### config.mk
export PLATFORM = sky130hd
export DESIGN_NAME = lsu_pipe
export DESIGN_NICKNAME = d
export VERILOG_FILES = /design/src/rtl/lsu_pkg.sv /design/src/rtl/lsu_align.sv /design/src/rtl/lsu_pipe.sv
export SDC_FILE = /design/constraint.sdc
export NUM_CORES = 1
export LEC_CHECK = 0
export BUFFER_PORTS_ARGS = -buffer_cell sky130_fd_sc_hd__buf_4
export CAP_MARGIN = 20
export CORE_ASPECT_RATIO = 2
export CORE_MARGIN = 5
export CORE_UTILIZATION = 41
export CTS_CLUSTER_DIAMETER = 150
export DETAILED_ROUTE_END_ITERATION = 10
export HOLD_SLACK_MARGIN = 0.03
export PLACE_DENSITY = 0.79
export SYNTH_ARGS = -nofsm -noshare
export SYNTH_HDL_FRONTEND = slang
export SYNTH_SLANG_ARGS = --single-unit
### constraint.sdc
create_clock -name clock -period 2.1 [get_ports clock]
set_input_delay 0.21 -clock clock [delete_from_list [all_inputs] [get_ports clock]]
set_output_delay 0.21 -clock clock [all_outputs]
set_load 0.05 [all_outputs]
### src/rtl/lsu_pkg.sv
// Shared encodings for the load/store unit: access sizes, FSM states,
// transaction kinds and the alignment rule.
package lsu_pkg;

    localparam logic [1:0] SZ_BYTE = 2'd0;
    localparam logic [1:0] SZ_HALF = 2'd1;
    localparam logic [1:0] SZ_WORD = 2'd2;

    typedef enum logic [1:0] {IDLE, RD_WAIT, DONE1} state_t;
    typedef enum logic {DATA, FETCH} kind_t;

    // Size 3 is an alias for word.
    function automatic logic misaligned(input logic [1:0] size, input logic [1:0] lo);
        case (size)
            SZ_BYTE: return 1'b0;
            SZ_HALF: return lo[0];
            default: return lo != 2'b00;
        endcase
    endfunction

endpackage

### src/rtl/lsu_align.sv
// Byte-lane logic shared by the store path (enables, lane replication) and
// the load path (lane extraction with sign/zero extension).
module lsu_align
    import lsu_pkg::*;
(
    input  logic [1:0]  size,
    input  logic [1:0]  lo,
    input  logic        sgn,
    input  logic [31:0] wdata,
    input  logic [31:0] rdata,
    output logic [3:0]  be,
    output logic [31:0] wdata_rep,
    output logic [31:0] ldata
);

    logic [31:0] shifted;

    always_comb begin
        shifted   = rdata >> {lo, 3'b000};
        be        = 4'hF;
        wdata_rep = wdata;
        ldata     = shifted;
        case (size)
            SZ_BYTE: begin
                be        = 4'b0001 << lo;
                wdata_rep = {4{wdata[7:0]}};
                ldata     = {{24{sgn & shifted[7]}}, shifted[7:0]};
            end
            SZ_HALF: begin
                be        = 4'b0011 << lo;
                wdata_rep = {2{wdata[15:0]}};
                ldata     = {{16{sgn & shifted[15]}}, shifted[15:0]};
            end
            default: ;
        endcase
    end

endmodule

### src/rtl/lsu_pipe.sv
// Load/store unit owning the shared instruction/data RAM: arbitrates program
// load, data access and instruction fetch, one transaction at a time.
module lsu_pipe
    import lsu_pkg::*;
#(
    parameter int               ADDR_W  = 9,
    parameter int               DATA_W  = 32,
    parameter int               REG_W   = 4,
    parameter int               RAM_LAT = 1,
    parameter logic [REG_W-1:0] NO_WB   = '1
) (
    input  logic              clock,
    input  logic              reset_n,
    input  logic              working,
    input  logic [ADDR_W-1:0] ld_addr,
    input  logic              ld_wr,
    input  logic [DATA_W-1:0] ld_wdata,
    output logic              ld_ready,
    input  logic              if_req,
    input  logic [ADDR_W-1:0] if_addr,
    output logic              if_ready,
    output logic              if_valid,
    output logic [DATA_W-1:0] instr,
    input  logic              mem_req,
    input  logic              mem_we,
    input  logic [1:0]        mem_size,
    input  logic              mem_signed,
    input  logic [ADDR_W+1:0] mem_addr,
    input  logic [DATA_W-1:0] mem_wdata,
    input  logic [REG_W-1:0]  mem_dst,
    output logic              mem_ready,
    output logic              mem_done,
    output logic              mem_misalign,
    output logic              wb_valid,
    output logic [DATA_W-1:0] wb_data,
    output logic [REG_W-1:0]  wb_dst,
    output logic              stall,
    output logic [ADDR_W-1:0] ram_addr,
    output logic              ram_wen,
    output logic [3:0]        ram_be,
    output logic [DATA_W-1:0] ram_wdata,
    output logic              ram_ren,
    input  logic [DATA_W-1:0] ram_rdata
);

    localparam logic [2:0] LAT = 3'(RAM_LAT);

    state_t            state;
    kind_t             kind;
    logic [2:0]        cnt;
    logic              mis_q, sgn_q;
    logic [1:0]        lo_q, size_q;
    logic [REG_W-1:0]  dst_q;
    logic [DATA_W-1:0] instr_q, wb_data_q;

    logic              idle, mis_now, acc_load, acc_store, resp;
    logic [3:0]        be_a;
    logic [DATA_W-1:0] wrep, ldata;

    assign idle      = (state == IDLE);
    assign ld_ready  = reset_n & idle & ~working;
    assign mem_ready = reset_n & idle & working & mem_req;
    assign if_ready  = reset_n & idle & working & if_req & ~mem_req;
    assign mis_now   = misaligned(mem_size, mem_addr[1:0]);
    assign acc_load  = mem_ready & ~mem_we & ~mis_now;
    assign acc_store = mem_ready & mem_we & ~mis_now;

    // One lane unit: live request in the accept cycle, latched load context later.
    lsu_align u_align (
        .size      (idle ? mem_size : size_q),
        .lo        (idle ? mem_addr[1:0] : lo_q),
        .sgn       (sgn_q),
        .wdata     (mem_wdata),
        .rdata     (ram_rdata),
        .be        (be_a),
        .wdata_rep (wrep),
        .ldata     (ldata)
    );

    always_comb begin
        ram_addr  = '0;
        ram_wen   = 1'b0;
        ram_be    = '0;
        ram_wdata = '0;
        ram_ren   = 1'b0;
        if (ld_ready & ld_wr) begin
            ram_addr  = ld_addr;
            ram_wen   = 1'b1;
            ram_be    = 4'hF;
            ram_wdata = ld_wdata;
        end else if (acc_store) begin
            ram_addr  = mem_addr[ADDR_W+1:2];
            ram_wen   = 1'b1;
            ram_be    = be_a;
            ram_wdata = wrep;
        end else if (acc_load) begin
            ram_addr = mem_addr[ADDR_W+1:2];
            ram_ren  = 1'b1;
        end else if (if_ready) begin
            ram_addr = if_addr;
            ram_ren  = 1'b1;
        end
    end

    assign resp         = (state == RD_WAIT) & (cnt == LAT);
    assign if_valid     = resp & (kind == FETCH);
    assign wb_valid     = resp & (kind == DATA);
    assign mem_done     = wb_valid | (state == DONE1);
    assign mem_misalign = (state == DONE1) & mis_q;
    assign wb_dst       = wb_valid ? dst_q : NO_WB;
    // Response data is visible in the pulse cycle and held afterwards.
    assign wb_data      = wb_valid ? ldata : wb_data_q;
    assign instr        = if_valid ? ram_rdata : instr_q;
    assign stall        = ~idle | (working & if_req & mem_req);

    always_ff @(posedge clock or negedge reset_n) begin
        if (!reset_n) begin
            state     <= IDLE;
            kind      <= DATA;
            cnt       <= '0;
            mis_q     <= 1'b0;
            sgn_q     <= 1'b0;
            lo_q      <= '0;
            size_q    <= '0;
            dst_q     <= NO_WB;
            instr_q   <= '0;
            wb_data_q <= '0;
        end else begin
            case (state)
                IDLE: begin
                    cnt   <= '0;
                    mis_q <= 1'b0;
                    if (acc_load | if_ready) begin
                        state  <= RD_WAIT;
                        cnt    <= 3'd1;
                        kind   <= acc_load ? DATA : FETCH;
                        lo_q   <= mem_addr[1:0];
                        size_q <= mem_size;
                        sgn_q  <= mem_signed;
                        dst_q  <= mem_dst;
                    end else if (mem_ready) begin
                        state <= DONE1;
                        kind  <= DATA;
                        mis_q <= mis_now;
                    end
                end
                RD_WAIT: begin
                    if (cnt == LAT) begin
                        state <= IDLE;
                        cnt   <= '0;
                    end else begin
                        cnt <= cnt + 3'd1;
                    end
                end
                DONE1:   state <= IDLE;
                default: state <= IDLE;
            endcase
            if (if_valid) instr_q <= ram_rdata;
            if (wb_valid) wb_data_q <= ldata;
        end
    end

endmodule

* After elaboration in Yosys (flattened, before gate mapping)
Index checks and enable logic that the tools add are counted.
** Storage, ports and cells
- Logic and storage cells :: 93
- RAM bits :: 0
- Latch bits :: 0
- Output and inout port bits :: 123
- Flip-flop bits (word level) :: 80
- Bits of input ports :: 139
- Memory bits (read-only) :: 0
- Memories kept :: 0
** Operators by class
- Shift-type cells :: 3
- Add/sub/neg operators :: 1
- Reduce and logical (&&, ||, !) cells :: 9
- Magnitude comparators :: 0
- Divide/modulo/power cells :: 0
- Muxes and demuxes :: 35
- Bitwise logic cells :: 28
- Equality and inequality tests :: 7
- Multipliers :: 0
** Operators by type and width (number)
- $mux 32 :: 4
- $pmux 32 s2 :: 2
- $mux 9 :: 4
- $shr 32x5->32 :: 1
- $and 1x1->1 :: 19
- $mux 1 :: 12
- $mux 4 :: 3
- $mux 2 :: 5
- $pmux 4 s2 :: 1
- $eq 2x1->1 const B :: 3
- $logic_not 2->1 :: 3
- $not 1->1 :: 6
- $pmux 3 s2 :: 1
- $reduce_and 2->1 :: 3
- $reduce_bool 2->1 :: 3
- $pmux 2 s2 :: 1
- $shl 1x2->4 const A :: 1
- $shl 2x2->4 const A :: 1
- $add 3x1->3 const B :: 1
- $eq 3x1->1 const B :: 1
- $mux 3 :: 1
- $ne 3x2->1 const B :: 1
- $or 1x1->1 :: 3
- $eq 2x2->1 const B :: 1
- other kinds (2) :: 2

* Logic depth before layout (Yosys ltp)
- Word-level depth :: 9
- Gate-level depth with buffers :: 9
- Mapped depth without buffers :: 6

* Hierarchy
A second synthesis with hierarchy kept.
** Unflattened totals
- Cells, all modules :: 470
- Area, all modules :: 5044.8 um2
** By module, submodules not included
- lsu_pipe :: seq. area each 2006.9 um2, area an instance 3719.8 um2, cells each 288, instances 1
- lsu_align :: seq. area each 0.0 um2, area an instance 1325.0 um2, cells each 182, instances 1

* Worst setup path before layout
No wires, ideal clock.
- Kind :: register to output
- Start point :: reg state[1]
- End point :: out ram_wdata[11]
- Buffers on the path :: 3
- Stages on the path, launching flop included :: 9
- Arrival :: 2.756 ns
- Setup slack :: -0.866 ns
- Cells stage by stage :: dfrtp_1 buf_6 or3b_4 nor2_1 and2_1 clkbuf_1 buf_2 nand2_1 o21ai_0
** Between the ends
- Elaborated cells on any way between the ends :: 14
- Classes of those cells :: 1 x eq/ne; 4 x mux; 7 x bitwise; 2 x reduce/logical
** RTL lines
- start, declared :: line lsu_pipe.sv:48 : state_t state;
- start signal, assigned :: line lsu_pipe.sv:118 : state <= IDLE;
- start signal, assigned :: line lsu_pipe.sv:134 : state <= RD_WAIT;
- start signal, assigned :: line lsu_pipe.sv:142 : state <= DONE1;
- $logic_not 2->1 :: line lsu_pipe.sv:60 : assign idle = (state == IDLE);
- $and 1x1->1 (2 in series) :: line lsu_pipe.sv:61 : assign ld_ready = reset_n & idle & ~working;
- named net ld_ready :: line lsu_pipe.sv:18 : output logic ld_ready,
- $and 1x1->1 :: line lsu_pipe.sv:86 : if (ld_ready & ld_wr) begin
- $mux 32 :: line lsu_pipe.sv:86
- end, declared :: line lsu_pipe.sv:41 : output logic [DATA_W-1:0] ram_wdata,
The timed path passes the listed nets, and every way through them passes these cells.

* Worst setup path in the final report
- Start point :: reg state[0]
- End point :: out wb_data[15]
** Between the ends
- Word-level cells in the longest chain between the ends :: 6
- Elaborated cells on any way between the ends :: 12
- Classes of those cells :: 2 x eq/ne; 1 x shift; 4 x mux; 3 x bitwise; 2 x reduce/logical
** Ends and longest elaborated chain
- $logic_not 2->1 :: line lsu_pipe.sv:60
- $mux 2 :: line lsu_pipe.sv:71 : .lo (idle ? mem_addr[1:0] : lo_q),
- $shr 32x5->32 :: line lsu_align.sv:19 : shifted = rdata >> {lo, 3'b000};
- $and 1x1->1 :: line lsu_align.sv:27 : ldata = {{24{sgn & shifted[7]}}, shifted[7:0]};
- $pmux 32 s2 :: line lsu_align.sv:23 : case (size)
- $mux 32 *
- end, declared :: line lsu_pipe.sv:35 : output logic [DATA_W-1:0] wb_data,
Mark *: on every way between the ends. The rest lies on a longest branch, timed or not.

==> flow_summary.ini <==
[yosys]
syn_area_um2 = 4840
yosysUniqueCellTypes = 56
synthCells = 487
syn-mean-instance-area_um2 = 9.93
synth_flop_cell = dfrtp_1
async_reset_ff_frac = 1.00
ys.warnings.count = 0
synth_nets = 626
ys_seq_area_frac = 0.415
synth_edf_count = 0
ys_ff_latch = 80

[die]
rows = 56
die_h_um = 164
fp.dieW_um = 86.8
dieArea_um2 = 14200
initial_core_util = 0.416
io_pins = 262
core_um2 = 11600

[placed_design]
gp_congestion = 0.915
post-dp-hpwl_um = 16500
io_buffers = 261
dpl_cell_area_um2 = 8310

[worst_setup_path]
cp_common_cell = buf_6
path_cells = buf_6, nor3b_4, o21ai_0, nand3_2, o2111ai_4, buf_12, a21oi_4, buf_6
cp_slowest_cell = dfrtp_2
start_kind = flop
crit_type = flop to primary output
crit_required_ns = 1.89
crit_buf_inv = 3
critPathTopFamily = compound AO/OA/AOI/OAI gates
critPathMaxFanout = 14
end_kind = primary output
worstPathArrival_ns = 2.86
cpPeakStageDelay_ns = 0.48

[clock_tree]
h-tree-depth = 3
cts_tree = done
cts_buffers = 9
root_buffer = clkbuf_16
clock_path_buffers = 2
path_clk_slew_ns = 0.07
clock_latency_ns = 0.35
clock_sinks = 80

[status]
status = finished, violations left
violations = setup timing

[sta]
rsz0062_at_grt = true
worst_clock_skew_ns = 0.0132
setup_viol = 196
timing.final.crit_share = 1.46
slew_viol_final = 0
finalHoldViolations = 0
worst_pin_slew_ns = 0.768
max_clock_freq_mhz = 326
setup_slack_ns = -0.970
max_slew_margin = 0.488
min_period_ns = 3.07

[power]
finalPower_uw = 16500
p_leak_uw = 0.00487
vdd_ir_drop_max_mv = 1.31
power_density_nw_per_um2 = 1560

[hold_path]
hp-class = input port to flop

[layout]
regArea_um2 = 2010
final_cell_mix = 214 x buf_4, 101 x buf_6, 74 x dfrtp_1, 48 x buf_8, 42 x nor2_1
final_util = 0.908
fin_nets = 994
n_fill_cell = 421
multi_input_area_um2 = 3950
design_area_um2 = 10600
syn_to_final_growth_pct = 118
layout-drive-gt1-share = 0.749
layout_commonest_cell = buf_4

[detailed_routing]
routed_wl_um = 34800
drtAntennaViolNets = 0
post_drt_wl_per_cell_um = 34.6
vias_per_cell = 6.67
drcViolationCount = 0
vias = 6706
first_iter_violations = 680
drt_first_pass_iters = 9

[global_route]
antenna_found_initial = 0
track_usage = 0.395
grt_start_max_net_pins = 54
grt_pass1_wl_um = 40900
grt_pass1_vias = 6999
grt_overflow = 0

[flow_run]
drv_cap = 0
[what timing repair did]
action | CTS | global route
gates resized for setup | 208 | 150
hold buffers | 1 | 0
hold endpoints to repair | 27 | 0
cloned | 7 | 3
pin swaps | 12 | 33
buffers inserted | 16 | 29
endpoints found under the setup margin | 130 | 157
[area by class of cell]
| type | count | area share |
|---|---|---|
| Antenna cell | 1 | 0.000237 |
| Clock buffer | 11 | 0.0220 |
| Clock inverter | 5 | 0.00770 |
| Inverter | 17 | 0.00699 |
| Multi-Input combinational cell | 357 | 0.374 |
| Sequential cell | 80 | 0.190 |
| Tap cell | 145 | 0.0172 |
| Timing Repair Buffer | 390 | 0.382 |
[final timing paths]
| kind | endpoint | slack, ns | cells past startpoint | start |
|---|---|---|---|---|
| max reg2reg | size_q[0]$_DFFE_PN0P_ | -0.38 | 10 | state[1]$_DFFE_PN0P_ |
| max | wb_data[15] | -0.97 | 8 | state[0]$_DFFE_PN0P_ |
| min reg2reg | wb_data_q[0]$_DFF_PN0_ | 0.50 | 1 | wb_data_q[0]$_DFF_PN0_ |
| min in group asynchronous | instr_q[8]$_DFF_PN0_ | 0.57 | 3 | reset_n |
| max in group asynchronous | state[1]$_DFFE_PN0P_ | 0.41 | 4 | reset_n |
| min | dst_q[1]$_DFFE_PN1P_ | 0.1 | 2 | mem_dst[1] |
[metrics by stage]
| stage | std cells | TNS, ns | hold slack, ns | worst slack (ns) |
|---|---|---|---|---|
| 3_3_place_gp | 942 | -10.29 | 0.275 | -0.193 |
| 4_1_cts | 982 | -44.26 | 0.101 | -0.595 |
| 6_report | 1006 | -96.39 | 0.0957 | -0.970 |
| 2_1_floorplan | 487 | -11.99 | -0.0856 | -0.246 |
| 5_1_grt | 1005 | -97.46 | 0.100 | -1.04 |
| 3_5_place_dp | 942 | -15.40 | 0.285 | -0.295 |
[logic make-up (layout without fill, tap and decap cells)]
| family | count (synthesis) | count (layout) | synth area share |
|---|---|---|---|
| compound gates | 150 | 150 | 0.219 |
| other cells | 0 | 1 | 0 |
| flops | 80 | 80 | 0.415 |
| mux | 76 | 76 | 0.176 |
| simple gates | 130 | 131 | 0.132 |
| buf+inv | 51 | 423 | 0.0580 |
[worst reg2reg max path, stage by stage (launching register included)]
cell and delay [ns]:
dfrtp_2 0.49, or3b_4 0.46, buf_12 0.15, buf_6 0.12
buf_6 0.11, nor3_4 0.25, buf_4 0.16, buf_6 0.09
a21oi_4 0.04, buf_12 0.14, mux2_2 0.33
[flip-flops by register name (all words and copies together) (netlist names)]
register and count:
sgn_q 1, kind 1, wb_data_q 32, cnt 3, state 2, dst_q 4, size_q 2, lo_q 2
instr_q 32, mis_q 1
[synthesized netlist by cell type (4+ instances only)]
master / n / area, um^2
a31oi_2: 4 / 50.1
a21oi_1: 20 / 100
and3_1: 7 / 43.8
a21o_1: 9 / 67.6
nor2_1: 46 / 173
mux2_2: 59 / 664
a22o_1: 9 / 78.8
buf_4: 4 / 30.0
dfstp_2: 4 / 105
inv_1: 16 / 60.1
a211oi_1: 14 / 105
o21ai_1: 6 / 30.0
clkbuf_1: 8 / 30.0
nand2b_1: 6 / 37.5
mux2i_1: 15 / 150
buf_6: 8 / 90.1
o21a_1: 8 / 60.1
a31oi_1: 17 / 106
nand3_1: 5 / 25.0
buf_2: 11 / 55.1
o21ai_0: 35 / 175
a222oi_1: 9 / 90.1
dfrtp_1: 76 / 1900
a221oi_1: 7 / 61.3
nand2_1: 39 / 146
[where the power goes]
group / leakage [uW] / internal, uW / switching, uW
sequential: 0.000945 / 2320 / 505
combinational: 0.00377 / 4740 / 7180
clock: 0.000150 / 1040 / 691
total: 0.00487 / 8100 / 8370
[routing by layer]
layer	wire [um]	track usage	vias up
met3	3420	0.126	320
met5	32	0	-
met2	17300	0.694	665
li1	-	-	2532
met4	4420	0.332	2
met1	9620	0.349	3187
(Power assumes the default switching activity.)
